[src/rtl/fifo_warb_pkg.sv]
// Shared types and helpers for the FIFO write-port arbiter.
// Latency: n/a (declarations only).
// Backpressure: n/a.
package fifo_warb_pkg;

    // Arbiter FSM: IDLE arbitrates freely, BURST keeps the current owner.
    typedef enum logic {
        ST_IDLE  = 1'b0,
        ST_BURST = 1'b1
    } state_t;

    // Width of each per-requester stall counter (saturating).
    localparam int STALL_W = 16;

    // Ceiling log2, never less than 1 so single-bit fields stay legal.
    function automatic int clog2(input int n);
        int r;
        r = 0;
        for (int i = 0; i < 31; i++) begin
            if ((1 << i) < n) begin
                r = i + 1;
            end
        end
        return (r < 1) ? 1 : r;
    endfunction

endpackage

[src/rtl/fifo_write_arbiter_rr_pick.sv]
// Round-robin priority picker: first masked request strictly after 'last', wrapping.
// Latency: purely combinational.
// Backpressure: none; caller decides whether the pick is used.
module rr_pick #(
    parameter int N    = 2,
    parameter int ID_W = 1
) (
    input  logic [N-1:0]    req,
    input  logic [ID_W-1:0] last,
    input  logic [N-1:0]    mask,
    output logic            vld,
    output logic [ID_W-1:0] idx
);

    logic [N-1:0] rm;
    logic [N-1:0] rot;
    int           sum;

    // Rotate so that bit 0 is the requester right after 'last'.
    assign rm  = req & mask;
    assign rot = N'({rm, rm} >> (int'(last) + 1));

    // Lowest set bit of the rotated vector wins; map it back to a real index.
    always_comb begin
        vld = 1'b0;
        idx = '0;
        sum = 0;
        for (int i = N - 1; i >= 0; i--) begin
            if (rot[i]) begin
                vld = 1'b1;
                sum = int'(last) + 1 + i;
                if (sum >= N) begin
                    sum = sum - N;
                end
                idx = ID_W'(sum);
            end
        end
    end

endmodule

[src/rtl/fifo_write_arbiter.sv]
// Round-robin, burst-bounded sharing of one FIFO write port; optional stall counters via FIFO_WARB_STALL_CNT_EN.
// Latency: 1 cycle from combinational o_ack to registered o_wen_ctrl/o_wdata/o_grant_id.
// Backpressure: no ack while FIFO full, or almost full with a write already in flight; requesters hold until acked.
module fifo_write_arbiter
    import fifo_warb_pkg::*;
#(
    parameter int NUM_REQ   = 2,
    parameter int DATA_W    = 8,
    parameter int MAX_BURST = 4
) (
    input  logic                        i_clk,
    input  logic                        i_rest_n,
    input  logic [NUM_REQ-1:0]          i_req,
    input  logic [NUM_REQ*DATA_W-1:0]   i_wdata,
    output logic [NUM_REQ-1:0]          o_ack,
    input  logic                        i_full,
    input  logic                        i_almost_full,
    output logic                        o_wen_ctrl,
    output logic [DATA_W-1:0]           o_wdata,
    output logic [$clog2(NUM_REQ)-1:0]  o_grant_id
`ifdef FIFO_WARB_STALL_CNT_EN
    ,
    output logic [NUM_REQ*STALL_W-1:0]  o_stall_cnt
`endif
);

    localparam int ID_W  = clog2(NUM_REQ);
    localparam int CNT_W = clog2(MAX_BURST + 1);

    state_t            state_q, state_d;
    logic [ID_W-1:0]   owner_q, owner_d;
    logic [ID_W-1:0]   last_q, last_d;
    logic [CNT_W-1:0]  cnt_q, cnt_d;

    logic              can_write;
    logic              arb;
    logic              accept;
    logic [ID_W-1:0]   acc_id;
    logic [ID_W-1:0]   pick_last;
    logic              pick_vld;
    logic [ID_W-1:0]   pick_idx;
    logic [DATA_W-1:0] wsel;

    // Reset is folded in so o_ack drops the moment reset asserts; the
    // almost-full term accounts for the write already registered.
    assign can_write = i_rest_n && !i_full && !(o_wen_ctrl && i_almost_full);

    // On release the outgoing owner becomes 'last', giving it lowest priority.
    assign pick_last = (state_q == ST_BURST) ? owner_q : last_q;

    rr_pick #(
        .N    (NUM_REQ),
        .ID_W (ID_W)
    ) u_pick (
        .req  (i_req),
        .last (pick_last),
        .mask ({NUM_REQ{1'b1}}),
        .vld  (pick_vld),
        .idx  (pick_idx)
    );

    // Next-state, burst bookkeeping and same-cycle ack generation.
    always_comb begin
        state_d = state_q;
        owner_d = owner_q;
        last_d  = last_q;
        cnt_d   = cnt_q;
        arb     = 1'b0;
        accept  = 1'b0;
        acc_id  = owner_q;
        o_ack   = '0;
        case (state_q)
            ST_IDLE: begin
                arb = 1'b1;
            end
            ST_BURST: begin
                if (i_req[owner_q] && (cnt_q < CNT_W'(MAX_BURST))) begin
                    if (can_write) begin
                        accept = 1'b1;
                        cnt_d  = cnt_q + CNT_W'(1);
                    end
                end else begin
                    // Release and re-arbitrate in the same cycle (no bubble).
                    last_d  = owner_q;
                    state_d = ST_IDLE;
                    arb     = 1'b1;
                end
            end
            default: begin
                state_d = ST_IDLE;
            end
        endcase
        if (arb && can_write && pick_vld) begin
            accept  = 1'b1;
            acc_id  = pick_idx;
            owner_d = pick_idx;
            cnt_d   = CNT_W'(1);
            if (MAX_BURST > 1) begin
                state_d = ST_BURST;
            end else begin
                last_d  = pick_idx;
                state_d = ST_IDLE;
            end
        end
        if (accept) begin
            o_ack[acc_id] = 1'b1;
        end
    end

    // Select the accepted requester's data lane.
    always_comb begin
        wsel = '0;
        for (int k = 0; k < NUM_REQ; k++) begin
            if (ID_W'(k) == acc_id) begin
                wsel = i_wdata[k*DATA_W +: DATA_W];
            end
        end
    end

    // Arbiter state; 'last' starts at the top index so requester 0 goes first.
    always_ff @(posedge i_clk or negedge i_rest_n) begin
        if (!i_rest_n) begin
            state_q <= ST_IDLE;
            owner_q <= '0;
            last_q  <= ID_W'(NUM_REQ - 1);
            cnt_q   <= '0;
        end else begin
            state_q <= state_d;
            owner_q <= owner_d;
            last_q  <= last_d;
            cnt_q   <= cnt_d;
        end
    end

    // Registered FIFO write port; data and id hold when nothing is accepted.
    always_ff @(posedge i_clk or negedge i_rest_n) begin
        if (!i_rest_n) begin
            o_wen_ctrl <= 1'b0;
            o_wdata    <= '0;
            o_grant_id <= '0;
        end else begin
            o_wen_ctrl <= accept;
            if (accept) begin
                o_wdata    <= wsel;
                o_grant_id <= acc_id;
            end
        end
    end

`ifdef FIFO_WARB_STALL_CNT_EN
    logic [NUM_REQ-1:0][STALL_W-1:0] stall_q;

    // Count cycles each requester waits without an ack, saturating.
    always_ff @(posedge i_clk or negedge i_rest_n) begin
        if (!i_rest_n) begin
            stall_q <= '0;
        end else begin
            for (int k = 0; k < NUM_REQ; k++) begin
                if (i_req[k] && !o_ack[k] && (stall_q[k] != '1)) begin
                    stall_q[k] <= stall_q[k] + STALL_W'(1);
                end
            end
        end
    end

    assign o_stall_cnt = stall_q;
`endif

endmodule

[config.mk]
export PLATFORM = sky130hd
export DESIGN_NAME = fifo_write_arbiter
export DESIGN_NICKNAME = d
export VERILOG_FILES = /design/src/rtl/fifo_warb_pkg.sv /design/src/rtl/fifo_write_arbiter_rr_pick.sv /design/src/rtl/fifo_write_arbiter.sv
export SDC_FILE = /design/constraint.sdc
export NUM_CORES = 1
export LEC_CHECK = 0
export CELL_PAD_IN_SITES_DETAIL_PLACEMENT = 0
export CELL_PAD_IN_SITES_GLOBAL_PLACEMENT = 1
export CORE_MARGIN = 10
export CORE_UTILIZATION = 32
export DETAILED_ROUTE_END_ITERATION = 8
export GPL_TIMING_DRIVEN = 0
export PLACE_DENSITY = 0.85
export SYNTH_ARGS = -nofsm -noshare
export SYNTH_HDL_FRONTEND = slang
export SYNTH_HIERARCHICAL = 1
export SYNTH_SLANG_ARGS = --single-unit
[constraint.sdc]
create_clock -name i_clk -period 5.7 [get_ports i_clk]
set_clock_uncertainty 0.2 [all_clocks]
set_input_delay 1.14 -clock i_clk [delete_from_list [all_inputs] [get_ports i_clk]]
set_output_delay 1.14 -clock i_clk [all_outputs]
set_load 0.005 [all_outputs]
Word-level counts from Yosys, hierarchy flattened
Cells that the tools add are included.
W data, S select, Z words.
- bits in writable memories: 0
- logic and storage cells: 62
- output and inout port bits: 12
- memories: 0
- bits in registers: 16
- bits of input ports: 22
- memory bits (read-only): 0
- bits in latches: 0
- shifts and indexed selects: 1
- bitwise logic cells: 2
- add/sub/neg operators: 5
- multiply operators: 0
- equality and inequality tests: 0
- magnitude comparators: 6
- mux-type cells: 27
- divide/modulo/power cells: 0
- reductions and logical operators: 14
- operator list (operator ; number):
    $ge A32 B3 Y1 const B ; 1
    $mux W1 ; 19
    $mux W3 ; 4
    $mux W8 ; 1
    $logic_and A1 B1 Y1 ; 7
    $reduce_bool A2 Y1 ; 3
    $lt A1 B2 Y1 const B ; 2
    $shr A4 B2 Y2 ; 1
    $add A2 B1 Y3 const B ; 1
    $add A3 B1 Y3 const B ; 1
    $lt A3 B3 Y1 const B ; 1
    $reduce_and A3 Y1 ; 1
    $add A1 B1 Y2 const B ; 1
    $ge A2 B2 Y1 const B ; 1
    $logic_not A1 Y1 ; 2
    $mux W2 ; 1
    $not A1 Y1 ; 2
    $pmux W1 S2 ; 1
    $reduce_and A2 Y1 ; 1
    $sub A1 B1 Y1 const B ; 2
    $demux W1 S1 ; 1
    $ge A1 B1 Y1 const B ; 1

Depth between registers and ports, before layout
Gate-level depths: netlist (run 1).
- depth in word-level cells: 13
- gate-level depth with buffers: 6
- mapped depth without buffers: 6

By module
Netlist (run 1), hierarchy kept.
- modules (own cells, without submodules) (module ; cells each ; instances ; area each (um2) ; seq. area each (um2)):
    fifo_write_arbiter ; 74 ; 1 ; 785.8 ; 401.6
    rr_pick ; 4 ; 1 ; 17.5 ; 0.0

Worst setup path before layout (run 1)
No wires, ideal clock.
- path type: input port to output port
- from: in i_full
- to: out o_ack[0]
- data arrival time: 2.115 ns
- path slack: 2.245 ns
- stages: 5
- data required time: 4.360 ns
- buffers on the path: 0
- cells stage by stage: and2b_2 > o2111ai_2 > mux2i_4 > inv_2 > nor2_1
- longest elaborated chain between the ends: 11
- elaborated cells on any way between the ends: 16
- those cells by class: order compare (2); mux (8); reduce/logical (6)
- RTL lines (element ; RTL line ; text):
    start, declared ; fifo_write_arbiter.sv:16 ; input logic i_full,
    $logic_not A1 Y1 (*) ; fifo_write_arbiter.sv:46 ; assign can_write = i_rest_n && !i_full && !(o_wen_ctrl && i_almost_full);
    $logic_and A1 B1 Y1 (*) (2 in a row) ; fifo_write_arbiter.sv:46 ;
    $logic_and A1 B1 Y1 (*) (2 in a row) ; fifo_write_arbiter.sv:93 ; if (arb && can_write && pick_vld) begin
    $mux W1 (*) ; - ;
    named net acc_id ; fifo_write_arbiter.sv:38 ; logic [ID_W-1:0] acc_id;
    $lt A1 B2 Y1 (implied by the code) or $ge A1 B1 Y1 (tied branches) ; fifo_write_arbiter.sv:106 ; o_ack[acc_id] = 1'b1;
    $logic_and A1 B1 Y1 (implied by the code) ; fifo_write_arbiter.sv:106 ;
    $mux W1 (implied by the code) ; fifo_write_arbiter.sv:106 ;
    $demux W1 S1 (*) ; fifo_write_arbiter.sv:106 ;
    $mux W2 (*) ; fifo_write_arbiter.sv:105 ; if (accept) begin
    end, declared ; fifo_write_arbiter.sv:15 ; output logic [NUM_REQ-1:0] o_ack,
The timed path passes the listed nets; every way through them passes the cells marked *.

Worst setup path after layout (run 1)
- from: in i_rest_n
- to: out o_ack[0]
- longest elaborated chain between the ends: 10
- elaborated cells on any way between the ends: 15
- those cells by class: order compare (2); mux (8); reduce/logical (5)
- RTL lines (element ; RTL line ; text):
    start, declared ; fifo_write_arbiter.sv:12 ; input logic i_rest_n,
    $logic_and A1 B1 Y1 (*) (2 in a row) ; fifo_write_arbiter.sv:46 ;
    $logic_and A1 B1 Y1 (*) (2 in a row) ; fifo_write_arbiter.sv:93 ;
    $mux W1 (*) ; - ;
    named net acc_id ; fifo_write_arbiter.sv:38 ;
    $lt A1 B2 Y1 (implied by the code) or $ge A1 B1 Y1 (tied branches) ; fifo_write_arbiter.sv:106 ;
    $logic_and A1 B1 Y1 (implied by the code) ; fifo_write_arbiter.sv:106 ;
    $mux W1 (implied by the code) ; fifo_write_arbiter.sv:106 ;
    $demux W1 S1 (*) ; fifo_write_arbiter.sv:106 ;
    $mux W2 (*) ; fifo_write_arbiter.sv:105 ;
Marks and branches as above.

==> results of run 1 <==
through the flow:
stage | std cells | total power, W
floorplan | 80 | 0.000210
global placement | 143 | 0.000274
detailed placement | 143 | 0.000278
CTS | 147 | 0.000353
global route | 147 | 0.000373
finish | 147 | 0.000347
area by class of cell:
type,instances,area [um2]
buffer,2,15.0
multi-input combinational,59,383
timing repair buffer,33,330
sequential,16,402
fill,258,1220
clock buffer,4,36.3
inverter,3,11.3
tap,30,37.5
sequential cells by signal, summed over array words and instances (netlist names):
name / cells
last_q: 1
o_wen_ctrl: 1
owner_q: 1
cnt_q: 3
state_q: 1
o_grant_id: 1
o_wdata: 8
cells in the final DEF, fill, tap and decap left out, drive strengths merged:
| master | count |
|---|---|
| clkdlybuf4s50 | 33 |
| nand2 | 15 |
| dfrtp | 15 |
| o21ai | 12 |
| mux2i | 10 |
| nor2 | 5 |
| a21oi | 4 |
| clkbuf | 4 |
| conb | 3 |
| inv | 3 |
| buf | 2 |
| mux2 | 2 |
| or2b | 1 |
| and2b | 1 |
| o2111ai | 1 |
| and2 | 1 |
| nand2b | 1 |
| a32o | 1 |
| ha | 1 |
| dfstp | 1 |
| a31oi | 1 |
synth_stat cells (all sizes together):
library cell	number
dfrtp	15
and2	1
o2111ai	1
nand2	15
conb	1
mux2i	10
a21oi	4
and2b	1
o21ai	12
dfstp	1
mux2	2
ha	1
nand2b	1
a32o	1
or2b	1
buf	2
nor2	5
a31oi	1
inv	3
worst reg2reg max path, stage by stage, from the launching register on:
cell	delay (ns)
dfrtp_1	0.43
or2b_2	0.33
o2111ai_2	0.26
mux2i_4	0.51
mux2i_1	0.27
o21ai_1	0.07
cell families (layout without fill, tap and decap cells):
family	after synthesis	after routing	synth area share
AO/OA/AOI/OAI	19	19	0.139
adder cells (fa/ha/maj)	1	1	0.0156
buffers and inverters	5	42	0.0327
flip-flops	16	16	0.500
multiplexers	12	12	0.178
other	1	3	0.00467
AND/OR/NAND/NOR	24	24	0.131
routing by layer:
layer | track usage | routed length [um]
met1 | 0.0919 | 876
met2 | 0.138 | 840
met3 | 0.0438 | 209
met4 | 0.0263 | 14
met5 | 0 | 0
path summary, 6_finish.rpt:
check	depth (start not counted)	slack, ns	to	start
hold / removal	2	0.29	o_wdata[2]	o_wdata[2]
hold reg to reg	2	0.29	o_wdata[2]	o_wdata[2]
setup reg to reg	5	3.51	o_wdata[2]	cnt_q[2]
max in group asynchronous	1	3.77	o_wen_ctrl	i_rest_n
setup / recovery	7	0.66	o_ack[0]	i_rest_n
min in group asynchronous	1	1.08	cnt_q[2]	i_rest_n
report_power, final:
part	internal [W]	switching (W)
logic	0.0000731	0.0000448
clock network	0.0000388	0.0000344
registers	0.000139	0.0000165
total	0.000251	0.0000958
==> qor.yml, run 1 <==
initial_utilization: 0.330
viasPerCell: 4.67
cpLargestDelayFamily: "buffers and inverters"
hold_class: "reg -> reg"
dieArea_mm2: 0.00491
cp-end-kind: "primary output"
grt_max_degree: 18
cts_hold_buf: 0
drive_gt1_frac: 0.128
path_clk_slew_ns: 0.09
grt_use_total: 0.0843
setup_viol: 0
area_delta_synth_final_pct: 51.2
clock_path_buffers: 2
n_antenna_cell: 0
post_dp_cell_area_mm2: 0.00118
period_needed_ns: 5.04
io-pin-count: 34
grt_antenna_before_repair: 0
yosysUniqueCellTypes: 24
fmax_mhz: 199
netlist.area_leader.share: 0.467
synth_area_leaders: "dfrtp_1 47%, mux2i_1 10%, nand2_1 7.0%, o21ai_1 5.0%, dfstp_2 3.3%"
setup-tns-final_ns: 0
whs_ns: 0.294
crit_required_ns: 4.36
tritoncts: "built"
portBuffers: 33
via_count: 687
synth_warnings: 6
die_h_um: 70.1
fin_nets: 141
ctsResizeCount: 0
dp_hpwl_um: 1640
ctsRootBufferMaster: "clkbuf_4"
clock_latency_ns: 0.28
slew_viol_final: 0
syn_avg_cell_area_um2: 10.3
wl_um: 1940
drtIter0Drc: 24
finalHoldViolCount: 0
post-route-cell-area_mm2: 0.00121
crit_path_frequent_cell: "clkdlybuf4s50_1"
status: "finished, final reports clean"
power_leakage_nw: 0.564
drcViolationCount: 0
ir_worst_vdd_uv: 144
yosysTopAreaCell: "dfrtp_1"
die_w_um: 70.1
start_kind: "input pin"
place.gp.congestion: 0.700
htree_levels: 1
core_mm2: 0.00243
maxSlewHeadroom: 0.519
period_share: 0.884
num_rows: 18
maxCapViolations: 0
dp_slack_ns: 0.549
fin_util: 0.499
power_density_mw_per_mm2: 285
ant_nets: 0
rsz0062_at_grt: "no"
drtPass1Iterations: 4
overflow: 0
tightest_slew_ns: 0.719
cpPeakStageDelay_ns: 0.80
yosysSeqAreaShare: 0.500
avgRoutedWirePerCell_um: 13.2
cts_setup_buffers: 0
netlist_instances: 78
crit_path_max_fanout: 17
yosys_register_bits: 16
cp_slowest_cell: "clkdlybuf4s50_1"
worstPathCellList: "clkdlybuf4s50_1 > and2b_2 > o2111ai_2 > mux2i_4 > inv_2 > nor2_1 > clkdlybuf4s50_1"
netlist_area_um2: 803
grt_pass1_wl_um: 3510
crit_type: "in -> out"
numClockSinks: 16
setup_slack_ns: 0.663
worstPathArrival_ns: 3.70
numCtsBuffers: 3
worst-path-buf-inv: 3
grt_pass1_vias: 763
(Power assumes the default switching activity.)
==> inputs of run 2 (changes only) <==
--- a/config.mk
+++ b/config.mk
@@ -11,6 +11,7 @@
 export CORE_UTILIZATION = 32
 export DETAILED_ROUTE_END_ITERATION = 8
 export GPL_TIMING_DRIVEN = 0
+export HOLD_SLACK_MARGIN = 0.12
 export PLACE_DENSITY = 0.85
 export SYNTH_ARGS = -nofsm -noshare
 export SYNTH_HDL_FRONTEND = slang
==> results of run 2 <==
No change in the layout: final DEF, timing and power equal those of run 1.
